$ cat src/rtl/alu_mult_seq32_if.sv
// alu_mult_seq32_if
// Bundles the three handshake groups of the sequential multiplier:
//   operand side : in_valid, in_ready, in_a (multiplier), in_b (multiplicand)
//   product side : out_valid, out_ready, out_prod {hi,lo}
//   ALU side     : alu_a, alu_b, alu_cmd (issued), alu_result, alu_carryout (returned)
// The multiplier is the initiator of the ALU command/result exchange, so it
// connects through the master modport. The slave modport is the view of
// everything around it: the operand source, the product sink and the shared ALU.
interface alu_mult_seq32_if;
    logic        in_valid;
    logic        in_ready;
    logic [31:0] in_a;
    logic [31:0] in_b;
    logic        out_valid;
    logic        out_ready;
    logic [63:0] out_prod;
    logic [31:0] alu_a;
    logic [31:0] alu_b;
    logic [2:0]  alu_cmd;
    logic [31:0] alu_result;
    logic        alu_carryout;

    modport master (
        input  in_valid, in_a, in_b, out_ready, alu_result, alu_carryout,
        output in_ready, out_valid, out_prod, alu_a, alu_b, alu_cmd
    );

    modport slave (
        output in_valid, in_a, in_b, out_ready, alu_result, alu_carryout,
        input  in_ready, out_valid, out_prod, alu_a, alu_b, alu_cmd
    );
endinterface

$ cat src/rtl/alu_mult_seq32.sv
// alu_mult_seq32
// 32x32->64 shift-add multiplier that borrows the shared 32-bit ALU for every
// addition instead of owning an adder. Each ALU operation is held constant
// for SETTLE_CYCLES cycles and its result/carryout is captured on the edge
// that ends the last settle cycle.
//
// Parameter : SETTLE_CYCLES (1..15) cycles each ALU operation is held.
// Ports     : clk      rising-edge clock
//             reset_n  synchronous, active-low reset
//             bus      alu_mult_seq32_if.master (operand, product and ALU groups)
//
// Build option: define MULT_SIGNED_EN to treat operands as two's complement.
// The operands are then negated to magnitudes through the ALU, multiplied
// unsigned, and the 64-bit product is negated back when the signs differ.
// Without the macro the block is unsigned only.
module alu_mult_seq32 #(
    parameter int SETTLE_CYCLES = 4
) (
    input logic              clk,
    input logic              reset_n,
    alu_mult_seq32_if.master bus
);

    localparam logic [3:0] ST_IDLE   = 4'd0;
    localparam logic [3:0] ST_LOAD   = 4'd1;
    localparam logic [3:0] ST_ITER   = 4'd2;
    localparam logic [3:0] ST_DONE   = 4'd3;
`ifdef MULT_SIGNED_EN
    localparam logic [3:0] ST_NEG_A  = 4'd4;
    localparam logic [3:0] ST_NEG_B  = 4'd5;
    localparam logic [3:0] ST_NEG_LO = 4'd6;
    localparam logic [3:0] ST_NOT_HI = 4'd7;
    localparam logic [3:0] ST_INC_HI = 4'd8;
    localparam logic [2:0] CMD_SUB   = 3'd1;
    localparam logic [2:0] CMD_NOR   = 3'd6;
`endif
    localparam logic [2:0] CMD_ADD   = 3'd0;

    localparam logic [3:0] SETTLE_LAST = 4'(SETTLE_CYCLES - 1);

    logic [3:0]  state;
    logic [31:0] hi;
    logic [31:0] lo;
    logic [31:0] mcand;
    logic [4:0]  iter_cnt;
    logic [3:0]  settle_cnt;
    logic        alu_active;
    logic        settle_done;
`ifdef MULT_SIGNED_EN
    logic        sign;
    logic        neg_c;
`endif

    assign settle_done   = alu_active && (settle_cnt == SETTLE_LAST);
    assign bus.in_ready  = (state == ST_IDLE);
    assign bus.out_valid = (state == ST_DONE);
    assign bus.out_prod  = {hi, lo};

    // ALU command and operands are a pure function of the state and of
    // registers that only change on capture edges, so they stay constant
    // for the whole settle window. Outside ALU states everything is zero.
    always_comb begin
        alu_active  = 1'b0;
        bus.alu_cmd = CMD_ADD;
        bus.alu_a   = '0;
        bus.alu_b   = '0;
        case (state)
            ST_ITER: begin
                alu_active = 1'b1;
                bus.alu_a  = hi;
                bus.alu_b  = mcand;
            end
`ifdef MULT_SIGNED_EN
            ST_NEG_A: begin
                alu_active  = 1'b1;
                bus.alu_cmd = CMD_SUB;
                bus.alu_b   = lo;
            end
            ST_NEG_B: begin
                alu_active  = 1'b1;
                bus.alu_cmd = CMD_SUB;
                bus.alu_b   = mcand;
            end
            ST_NEG_LO: begin
                alu_active  = 1'b1;
                bus.alu_cmd = CMD_SUB;
                bus.alu_b   = lo;
            end
            ST_NOT_HI: begin
                alu_active  = 1'b1;
                bus.alu_cmd = CMD_NOR;
                bus.alu_a   = hi;
                bus.alu_b   = hi;
            end
            ST_INC_HI: begin
                alu_active = 1'b1;
                bus.alu_a  = hi;
                bus.alu_b  = {31'd0, neg_c};
            end
`endif
            default: ;
        endcase
    end

    // Sequencer and datapath registers. Every ALU pass runs the full settle
    // window, even when its result is going to be discarded, so latency does
    // not depend on operand values.
    always_ff @(posedge clk) begin
        if (!reset_n) begin
            state      <= ST_IDLE;
            hi         <= '0;
            lo         <= '0;
            mcand      <= '0;
            iter_cnt   <= '0;
            settle_cnt <= '0;
`ifdef MULT_SIGNED_EN
            sign       <= 1'b0;
            neg_c      <= 1'b0;
`endif
        end else begin
            if (alu_active) begin
                settle_cnt <= settle_done ? 4'd0 : settle_cnt + 4'd1;
            end

            case (state)
                ST_IDLE: begin
                    if (bus.in_valid) begin
                        hi       <= '0;
                        lo       <= bus.in_a;
                        mcand    <= bus.in_b;
                        iter_cnt <= '0;
`ifdef MULT_SIGNED_EN
                        sign     <= bus.in_a[31] ^ bus.in_b[31];
                        state    <= ST_NEG_A;
`else
                        state    <= ST_LOAD;
`endif
                    end
                end

                ST_LOAD: state <= ST_ITER;

                // One shift-add step per pass; the ADD is always issued and
                // only kept when the current multiplier bit is set. The ALU
                // carryout becomes the new top bit of hi.
                ST_ITER: begin
                    if (settle_done) begin
                        if (lo[0]) begin
                            {hi, lo} <= {bus.alu_carryout, bus.alu_result, lo[31:1]};
                        end else begin
                            {hi, lo} <= {1'b0, hi, lo[31:1]};
                        end
                        iter_cnt <= iter_cnt + 5'd1;
                        if (iter_cnt == 5'd31) begin
`ifdef MULT_SIGNED_EN
                            state <= ST_NEG_LO;
`else
                            state <= ST_DONE;
`endif
                        end
                    end
                end

                ST_DONE: begin
                    if (bus.out_ready) begin
                        state <= ST_IDLE;
                    end
                end

`ifdef MULT_SIGNED_EN
                // Operand magnitudes: 0 - x kept only for negative operands.
                ST_NEG_A: begin
                    if (settle_done) begin
                        if (lo[31]) lo <= bus.alu_result;
                        state <= ST_NEG_B;
                    end
                end

                ST_NEG_B: begin
                    if (settle_done) begin
                        if (mcand[31]) mcand <= bus.alu_result;
                        state <= ST_ITER;
                    end
                end

                // 64-bit negate as ~{hi,lo}+1: the low word is 0-lo, and its
                // no-borrow flag is exactly the +1 carry into the high word.
                ST_NEG_LO: begin
                    if (settle_done) begin
                        if (sign) lo <= bus.alu_result;
                        neg_c <= bus.alu_carryout;
                        state <= ST_NOT_HI;
                    end
                end

                ST_NOT_HI: begin
                    if (settle_done) begin
                        if (sign) hi <= bus.alu_result;
                        state <= ST_INC_HI;
                    end
                end

                ST_INC_HI: begin
                    if (settle_done) begin
                        if (sign) hi <= bus.alu_result;
                        state <= ST_DONE;
                    end
                end
`endif

                default: state <= ST_IDLE;
            endcase
        end
    end

endmodule

$ cat src/flat_wrapper.sv
// flat-port wrapper written by rule: the top's interface ports become plain ports
module alu_mult_seq32_flat 
#(
    parameter int SETTLE_CYCLES = 4
)
  (clk, reset_n, bus_in_valid, bus_in_a, bus_in_b, bus_out_ready, bus_alu_result, bus_alu_carryout, bus_in_ready, bus_out_valid, bus_out_prod, bus_alu_a, bus_alu_b, bus_alu_cmd);
  alu_mult_seq32_if bus_i ();
  input logic clk;
  input logic reset_n;
  input wire logic [$bits(bus_i.in_valid)-1:0] bus_in_valid;
  input wire logic [$bits(bus_i.in_a)-1:0] bus_in_a;
  input wire logic [$bits(bus_i.in_b)-1:0] bus_in_b;
  input wire logic [$bits(bus_i.out_ready)-1:0] bus_out_ready;
  input wire logic [$bits(bus_i.alu_result)-1:0] bus_alu_result;
  input wire logic [$bits(bus_i.alu_carryout)-1:0] bus_alu_carryout;
  output wire logic [$bits(bus_i.in_ready)-1:0] bus_in_ready;
  output wire logic [$bits(bus_i.out_valid)-1:0] bus_out_valid;
  output wire logic [$bits(bus_i.out_prod)-1:0] bus_out_prod;
  output wire logic [$bits(bus_i.alu_a)-1:0] bus_alu_a;
  output wire logic [$bits(bus_i.alu_b)-1:0] bus_alu_b;
  output wire logic [$bits(bus_i.alu_cmd)-1:0] bus_alu_cmd;
  assign bus_i.in_valid = bus_in_valid;
  assign bus_i.in_a = bus_in_a;
  assign bus_i.in_b = bus_in_b;
  assign bus_i.out_ready = bus_out_ready;
  assign bus_i.alu_result = bus_alu_result;
  assign bus_i.alu_carryout = bus_alu_carryout;
  assign bus_in_ready = bus_i.in_ready;
  assign bus_out_valid = bus_i.out_valid;
  assign bus_out_prod = bus_i.out_prod;
  assign bus_alu_a = bus_i.alu_a;
  assign bus_alu_b = bus_i.alu_b;
  assign bus_alu_cmd = bus_i.alu_cmd;
  alu_mult_seq32 #(.SETTLE_CYCLES(SETTLE_CYCLES)) u_core (.clk(clk), .reset_n(reset_n), .bus(bus_i));
endmodule
$ cat config.mk
export PLATFORM = sky130hd
export DESIGN_NAME = alu_mult_seq32_flat
export DESIGN_NICKNAME = d
export VERILOG_FILES = /design/src/rtl/alu_mult_seq32_if.sv /design/src/rtl/alu_mult_seq32.sv /design/src/flat_wrapper.sv
export SDC_FILE = /design/constraint.sdc
export NUM_CORES = 1
export LEC_CHECK = 0
export CORE_UTILIZATION = 69
export DETAILED_ROUTE_END_ITERATION = 7
export DONT_BUFFER_PORTS = 1
export HOLD_SLACK_MARGIN = 0.02
export PLACE_DENSITY = 0.87
export SLEW_MARGIN = 10
export SYNTH_ARGS = -nofsm -noshare
export SYNTH_HDL_FRONTEND = slang
export SYNTH_SLANG_ARGS = --single-unit
$ cat constraint.sdc
create_clock -name clk -period 5.9 [get_ports clk]
set_input_delay 1.475 -clock clk [delete_from_list [all_inputs] [get_ports clk]]
set_output_delay 1.475 -clock clk [all_outputs]
set_load 0.02 [all_outputs]
==> metrics.md, run 1 <==
| Metric | Value |
|---|---|
| Run status | `finished clean` |
| CP arrival | `1.97 ns` |
| Combinational fraction of design power | `0.375` |
| Post-Syn Area | `between 5000 and 6000 sq um` |
| Critical Path Fanout Max | `62` |
| I/O Pins | `about 230` |
| Area Overhead vs Synth | `2.04%` |
| Max Root-Sink Buffers | `2` |
| Post-synth top area cell | `dfxtp_1` |
| Post-Syn Instances | `around 600` |
| Tightest Pin Transition | `1.11 ns` |
| Asr flop ratio synth | `0` |
| Worst setup path class | `flip-flop to output port` |
| Vias in the first global route | `3970` |
| Clk_lat worst skew | `~0.37 ns` |
| Rel. slew slack | `0.263` |
| Reg area | `roughly 2100 sq um` |
| Die Wd | `roughly 92 um` |
| Internal | `roughly 1.4 mW` |
| TritonCTS buffer count | `9` |
| Register area share after synthesis | `0.384` |
| Setup crit end kind | `output port` |
| Final critical-path required period | `~3.4 ns` |
| Finished Core Util | `0.733` |
| Core area | `around 7800 sq um` |
| CTS sink count | `approximately 110` |
| Via count | `4213` |
| Place WS | `around 2.1 ns` |
| FP Rows | `32` |
| Initial core utilization | `0.719` |
| Fin crit share | `0.584` |
| Pwr Density | `~420 nW/um^2` |
| Fillcell total | `between 500 and 600` |
| Die ar. | `8450 sq um` |
| Antenna viol nets, final | `0` |
| Worst Clk Skew | `about 0.014 ns` |
| Drt initial violations | `162` |
| Post-CTS sizing | `0` |
| Worst vdd ir | `approximately 0.24 mV` |
| CP peak stage delay | `approximately 0.47 ns` |
| Post-CTS Setup Inserts | `0` |
| DR pass1 iterations | `4` |
| GRT Overall Usage | `0.284` |
| Clock power frac | `0.181` |
| Leakage | `around 2.4 nW` |
| TNS Setup | `0 ns` |
| DRC violations left | `0` |
| Min-Delay Path Class | `flip-flop to flip-flop` |
| Height of the chip | `92.0 um` |
| Yosys warns | `0` |
| Initial antenna violation count | `0` |
| Flop pwr share | `0.444` |
| RSZ-0062 raised after global routing | `no` |
| Share of cells above drive strength 1 | `0.101` |
| EDFF count, synth | `0` |
| Ranking of synthesized cells by area | `dfxtp_1, mux2i_1, nand2_1` |
| Post-synth top area share | `0.384` |
| Top cells by count, synth | `nand2_1, dfxtp_1, mux2i_1, and2_1, clkbuf_1` |
| Routed wire length | `approximately 12000 um` |
| Slew Viols, Final | `0` |
| Largest net degree at the start of global routing | `between 100 and 150` |
| Remaining global-route overflow | `0` |
| Avg Vias per Cell | `~6.2` |
| CTS H-tree lvls | `3` |
| TritonCTS clock tree | `built` |
| Startpoint Class | `flip-flop` |
| Unique masters post-synth | `40` |
| Critical path cell sequence | `ha_4 -> buf_16 -> and2_1` |
| Total Nets Final | `~680` |
| Number of diodes | `0` |
| Slowest CP cell | `ha_4` |
| Psw | `about 0.98 mW` |
| Switching Share | `0.407` |
| Root Buffer Master | `clkbuf_8` |
| Syn_area_per_cell | `9.09 sq um` |
| Final Setup Violations | `0` |
| Count of input and output buffers | `0` |
| Routed WL per cell | `17.9 um` |
| Worst EP required | `~4.4 ns` |
| Count leader, synth | `nand2_1` |
| Fmax | `290 MHz` |
| Final Instance Area | `roughly 5700 sq um` |
| Hold buffer count at CTS | `0` |
| Yosys reg bits | `between 100 and 150` |
| Multi-input logic area | `3170 sq um` |
| Top FF cell, synth | `dfxtp_1` |
| Routability congestion estimate | `~0.8` |
| Total chip power | `about 2.4 mW` |
| Global-route wire length before repair | `approximately 19000 um` |
| Final Hold Fails | `0` |
| MaxCap Viol Count | `0` |
| Placed inst area | `5480 sq um` |
| Worst-path clk slew | `~0.10 ns` |
| Post-route setup slack | `~2.5 ns` |
| DP HPWL | `a little under 8000 um` |
==> power by group through the flow <==
stage / combinational, mW / sequential (mW) / clock [mW]
after floorplan: 0.824 / 1.05 / 0
after global placement: 0.866 / 1.08 / 0
after detailed placement: 0.894 / 1.09 / 0
after CTS: 0.896 / 1.07 / 0.444
after global routing: 0.989 / 1.09 / 0.473
final: 0.904 / 1.07 / 0.436
==> per-layer routing <==
metal / wire, um / track usage / vias up
li1: - / - / 2014
met1: 4920 / 0.348 / 1998
met2: 6060 / 0.478 / 173
met3: 852 / 0.0638 / 28
met4: 304 / 0.126 / 0
met5: 0 / 0 / -
==> sequential cells by signal, indices dropped and copies added, names as in the netlist <==
name               cells
u_core.lo             32
u_core.settle_cnt      4
u_core.iter_cnt        5
u_core.mcand          32
u_core.hi             32
u_core.state           2
==> layout by cell type, fill, tap and decap left out, drive strengths merged, types with 2 or more instances in the layout <==
cell,netlist,layout
mux2,32,32
clkbuf,38,13
nand3,2,2
mux2i,68,68
conb,1,3
o211ai,33,33
nand2,139,139
and2,67,67
a21boi,33,33
dfxtp,107,107
o21ai,2,2
nand4,3,3
o211a,31,31
inv,3,3
clkinv,1,3
o22ai,3,3
buf,21,4
nand2b,3,3
nor2b,6,6
ha,6,6
==> area by class of cell <==
type,count,share of cell area
tap,102,0.0224
sequential,107,0.376
clock buffer,13,0.0297
multi-input combinational,446,0.557
timing repair buffer,4,0.00879
clock inverter,3,0.00373
inverter,4,0.00264
==> critical path, delay by kind of cell (launching register included) <==
family	cells	cell delay, ns
fa+ha+maj	1	0.47
flops	1	0.44
buf+inv	1	0.35
simple gates	1	0.33
==> path summary, 6_finish.rpt <==
| kind | from | to | slack [ns] | cells past startpoint |
|---|---|---|---|---|
| worst max-delay path | u_core.state[1] | bus_alu_b[22] | 2.45 | 3 |
| worst min-delay path | u_core.mcand[11] | u_core.mcand[11] | 0.46 | 2 |
| worst max register to register | u_core.state[1] | u_core.hi[3] | 2.59 | 6 |
| worst min register to register | u_core.mcand[11] | u_core.mcand[11] | 0.46 | 2 |
==> kinds of logic (layout without fill, tap and decap cells) <==
logic type                 after synthesis  after routing  share of synthesized area
AOI/OAI and AO/OA                      109            109                      0.165
and+or+nand+nor                        227            227                      0.195
buffers and inverters                   63             24                     0.0542
other                                    1              3                   0.000672
adders and majority gates                6              6                     0.0134
DFF                                    107            107                      0.384
muxes                                  100            100                      0.186
xor gates and xnor gates                 1              1                    0.00157
==> per-stage QoR <==
step	instances	hold slack (ns)
floorplan	616	0.439
global placement	662	0.445
detailed placement	662	0.451
CTS	678	0.466
global route	679	0.490
finish	679	0.463
(Power assumes the default switching activity.)
==> run 2, diff against run 1 <==
Settings changed: CORE_UTILIZATION 69 to 64, PLACE_DENSITY 0.87 to 0.82.
Clock period 5.9 ns to 3.2 ns, I/O delays scaled along.
==> run 2 against run 1 <==
  * Clock power rose by 66%
  * Register-to-register slack worse by 1.7 ns
  * Routed wire length is 0.92% higher
  * Power grew 83%
  * Largest cell class unchanged
  * Highest routed layer unchanged
  * Combinational power rose by 84%
==> metrics.md, run 2 (synthesis gave the netlist of run 1 again) <==
| Metric | Value |
|---|---|
| Run status | `finished clean` |
| Max Root-Sink Buffers | `2` |
| DR pass1 iterations | `4` |
| Final Setup Violations | `0` |
| MaxCap Viol Count | `0` |
| Antenna viol nets, final | `0` |
| Final Instance Area | `around 5700 sq um` |
| Slew Viols, Final | `0` |
| Largest net degree at the start of global routing | `119` |
| Finished Core Util | `0.685` |
| RSZ-0062 raised after global routing | `no` |
| Share of cells above drive strength 1 | `0.110` |
| TritonCTS buffer count | `9` |
| Die ar. | `between 9000 and 10000 sq um` |
| Place WS | `between 0.8 and 0.9 ns` |
| CTS sink count | `107` |
| Fin crit share | `0.776` |
| Leading cell types in the layout, fill and taps excluded | `nand2_1, dfxtp_1, mux2i_1` |
| Layout Cells excl Fill | `between 600 and 700` |
| Fmax | `403 MHz` |
| Final critical-path required period | `approximately 2.5 ns` |
| TNS Setup | `0 ns` |
| Area Overhead vs Synth | `2.40%` |
| Worst setup path class | `flip-flop to output port` |
| DRC violations left | `0` |
| CP peak stage delay | `0.50 ns` |
| Post-CTS sizing | `0` |
| Min-Delay Path Class | `flip-flop to flip-flop` |
| Critical path buffers and inverters | `1` |
| Global-route wire length before repair | `around 18000 um` |
| Worst-path clk slew | `0.09 ns` |
| Leakage | `roughly 2.4 nW` |
| I/O Pins | `234` |
| Via count | `about 4200` |
| Rel. slew slack | `0.406` |
| Worst vdd ir | `approximately 0.38 mV` |
| WHS | `between 0.4 and 0.5 ns` |
| CP arrival | `about 1.7 ns` |
| Initial core utilization | `0.669` |
| Worst R2R Setup Slack | `approximately 0.86 ns` |
| Avg Vias per Cell | `about 6.1` |
| Startpoint Class | `flip-flop` |
| Commonest non-fill, non-tap cell in the layout | `nand2_1` |
| Worst EP required | `2.40 ns` |
| Core area | `approximately 8300 sq um` |
| Final Hold Fails | `0` |
| Initial antenna violation count | `0` |
| Drt initial violations | `approximately 120` |
| Post-route setup slack | `between 0.7 and 0.8 ns` |
| Setup crit end kind | `output port` |
| DP HPWL | `around 8300 um` |
| Root Buffer Master | `clkbuf_8` |
| Pwr Density | `773 nW/um^2` |
| Top Registers | `u_core.hi x32, u_core.lo x32, u_core.mcand x32` |
| Height of the chip | `around 95 um` |
| Routed WL per cell | `approximately 18 um` |
| Placed inst area | `about 5600 sq um` |
| Post-CTS Setup Inserts | `0` |
| Hold buffer count at CTS | `0` |
| TritonCTS clock tree | `built` |
| Kind of cell adding the most delay to the critical path | `adder cells` |
| Clk_lat worst skew | `between 0.3 and 0.4 ns` |
| Vias in the first global route | `just under 4000` |
| Worst Clk Skew | `0.0108 ns` |
| Number of diodes | `0` |
| Tightest Pin Transition | `a little under 0.9 ns` |
| FP Rows | `33` |
| Critical path cell sequence | `inv_1 -> ha_4 -> and2_1` |
| Count of input and output buffers | `0` |
| Number of placed cells counting well taps | `approximately 670` |
| Routed wire length | `roughly 12000 um` |
| Routability congestion estimate | `0.766` |
| Total chip power | `4.42 mW` |
| Slowest CP cell | `ha_4` |
| CTS H-tree lvls | `3` |
| Remaining global-route overflow | `0` |
| Total Nets Final | `between 600 and 700` |
| Die Wd | `roughly 95 um` |
| Critical Path Fanout Max | `between 70 and 80` |
| GRT Overall Usage | `0.257` |
run 2: cell types whose count changed in the layout (fill, tap and decap cells not counted), sizes merged:
| cell | previous run | this run |
|---|---|---|
| clkinvlp | 1 | 2 |
| buf | 4 | 11 |
| clkbuf | 13 | 11 |
run 2: worst min-delay path, stage by stage, from the launching register on:
cell	delay, ns
dfxtp_1	0.32
nand2_1	0.04
a21boi_0	0.06
run 2: routing by layer:
layer / part of all wire / global-route usage / wire [um]
met5: 0 / 0 / 0
met4: 0.011 / 0.0746 / 129
met3: 0.078 / 0.0742 / 951
met2: 0.51 / 0.452 / 6290
met1: 0.40 / 0.302 / 4880
run 2: worst paths after layout:
path | start | end | depth (start not counted)
setup / recovery | u_core.state[0] | bus_alu_a[31] | 3
hold / removal | u_core.mcand[5] | u_core.mcand[5] | 2
hold reg to reg | u_core.mcand[5] | u_core.mcand[5] | 2
setup reg to reg | u_core.state[0] | u_core.lo[2] | 6
run 2: where the power goes:
| part | switching, mW | internal [mW] |
|---|---|---|
| sequential | 0.455 | 1.58 |
| clock | 0.444 | 0.280 |
| combinational | 0.910 | 0.745 |
run 2: layout make-up:
cell class | count | area (sq um)
tap | 105 | 131
clock inverter | 4 | 28.8
clock buffer | 11 | 131
sequential | 107 | 2140
inverter | 4 | 15.0
fill | 686 | 2620
timing repair buffer | 11 | 95.1
multi-input combinational | 446 | 3170
==> run 3, diff against run 2 <==
Clock period 3.2 ns to 2.4 ns, I/O delays scaled along.
==> run 3 against run 2 <==
  * Setup slack got worse by 0.52 ns
  * Sequential power rose by 28%
  * Worst hold slack got worse by 0.091 ns
  * Final cell count rose by 1.0%
  * Largest cell class unchanged
  * Largest power group unchanged
==> metrics.md, run 3 (synthesis gave the netlist of run 1 again) <==
| Metric | Value |
|---|---|
| Count of input and output buffers | `0` |
| TritonCTS clock tree | `built` |
| Initial antenna violation count | `0` |
| Avg Vias per Cell | `6.23` |
| Slew Viols, Final | `0` |
| Die Wd | `95.4 um` |
| CP arrival | `roughly 1.6 ns` |
| Placed inst area | `between 5000 and 6000 sq um` |
| Height of the chip | `about 95 um` |
| FP Rows | `33` |
| DP HPWL | `8360 um` |
| Internal | `3.78 mW` |
| Startpoint Class | `flip-flop` |
| Fmax | `453 MHz` |
| Clk_lat worst skew | `about 0.36 ns` |
| Die ar. | `between 9000 and 10000 sq um` |
| Finished Core Util | `0.700` |
| Core area | `8340 sq um` |
| RSZ-0062 raised after global routing | `no` |
| Max Root-Sink Buffers | `2` |
| Hold buffer count at CTS | `0` |
| Number of diodes | `0` |
| DR pass1 iterations | `4` |
| Worst Clk Skew | `between 0.01 and 0.015 ns` |
| Antenna viol nets, final | `0` |
| Routed wire length | `approximately 12000 um` |
| TNS Setup | `0 ns` |
| Worst EP required | `roughly 1.8 ns` |
| Drt initial violations | `between 100 and 150` |
| I/O Pins | `roughly 230` |
| Min-Delay Path Class | `input port to flip-flop` |
| Final critical-path required period | `roughly 2.2 ns` |
| Fin crit share | `0.919` |
| Flop pwr share | `0.422` |
| Commonest non-fill, non-tap cell in the layout | `nand2_1` |
| Final Hold Fails | `0` |
| Post-CTS Setup Inserts | `0` |
| Routed WL per cell | `roughly 18 um` |
| Switching Share | `0.392` |
| Combinational fraction of design power | `0.383` |
| Run status | `finished clean` |
| MaxCap Viol Count | `0` |
| Worst vdd ir | `roughly 0.54 mV` |
| Setup crit end kind | `output port` |
| DRC violations left | `0` |
| Post-CTS sizing | `0` |
| Area Overhead vs Synth | `4.55%` |
| Worst setup path class | `flip-flop to output port` |
| Worst-path clk slew | `0.10 ns` |
| Remaining global-route overflow | `0` |
| Largest net degree at the start of global routing | `119` |
| Leakage | `roughly 2.5 nW` |
| Final Setup Violations | `0` |
| Total Nets Final | `between 600 and 700` |
| Critical Path Fanout Max | `18` |
| Vias in the first global route | `slightly above 4000` |
| Pwr Density | `roughly 1100 nW/um^2` |
| Share of cells above drive strength 1 | `0.120` |
| Root Buffer Master | `clkbuf_8` |
| CTS H-tree lvls | `3` |
| Top Registers | `u_core.hi x32, u_core.lo x32, u_core.mcand x32` |
| Clock power frac | `0.195` |
| Initial core utilization | `0.669` |
| Final Instance Area | `just under 6000 sq um` |
| TritonCTS buffer count | `9` |
| Via count | `4327` |
| CTS sink count | `between 100 and 150` |
| GRT Overall Usage | `0.258` |
| Global-route wire length before repair | `around 19000 um` |
| Psw | `2.43 mW` |
| Leading cell types in the layout, fill and taps excluded | `nand2_1, dfxtp_1, mux2i_1` |
| Routability congestion estimate | `between 0.7 and 0.8` |
## run 3: path summary, 6_finish.rpt
path | startpoint | to | slack [ns] | depth (start not counted)
setup / recovery | u_core.state[0] | bus_alu_a[29] | 0.19 | 4
hold / removal | bus_in_b[31] | u_core.mcand[31] | 0.37 | 2
setup reg to reg | u_core.state[0] | u_core.lo[2] | 0.35 | 7
hold reg to reg | u_core.mcand[30] | u_core.mcand[30] | 0.46 | 2
## run 3: final cells by class
type                       instances  area (sq um)
clock buffer                      12           145
clock inverter                     4          73.8
fill                             654          2500
inverter                           4          15.0
multi-input combinational        446          3170
sequential                       107          2140
tap                              105           131
timing repair buffer              17           156
## run 3: power by group through the flow
stage	Clock, mW	Sequential, mW	Combinational (mW)
floorplan	0	2.59	2.03
global placement	0	2.65	2.28
detailed placement	0	2.67	2.37
CTS	1.23	2.62	2.37
global route	1.29	2.68	2.59
finish	1.21	2.62	2.38
## run 3: stage by stage
stage | std cells | setup WS (ns) | hold WS, ns | total power, mW
6_report | 695 | 0.194 | 0.372 | 6.21
5_1_grt | 695 | 0.0982 | 0.371 | 6.56
4_1_cts | 694 | 0.0694 | 0.356 | 6.22
3_5_place_dp | 678 | 0.445 | 0.452 | 5.03
3_3_place_gp | 678 | 0.520 | 0.446 | 4.93
2_1_floorplan | 616 | 0.266 | 0.439 | 4.62
## run 3: critical path, cell delays in order, from the launching register on
cell and delay, ns:
dfxtp_1 0.34, inv_1 0.12, ha_4 0.30, buf_6 0.22
and2_1 0.26
## run 3: per-layer routing
metal  vias to the layer above  wire length, um  share of wire  GRT usage
met4                         0              254          0.020      0.104
met5                         -                0              0          0
met1                      2065             4880           0.39      0.289
met3                        22             1020          0.082     0.0702
met2                       194             6310           0.51      0.460
li1                       2046                -              -          -
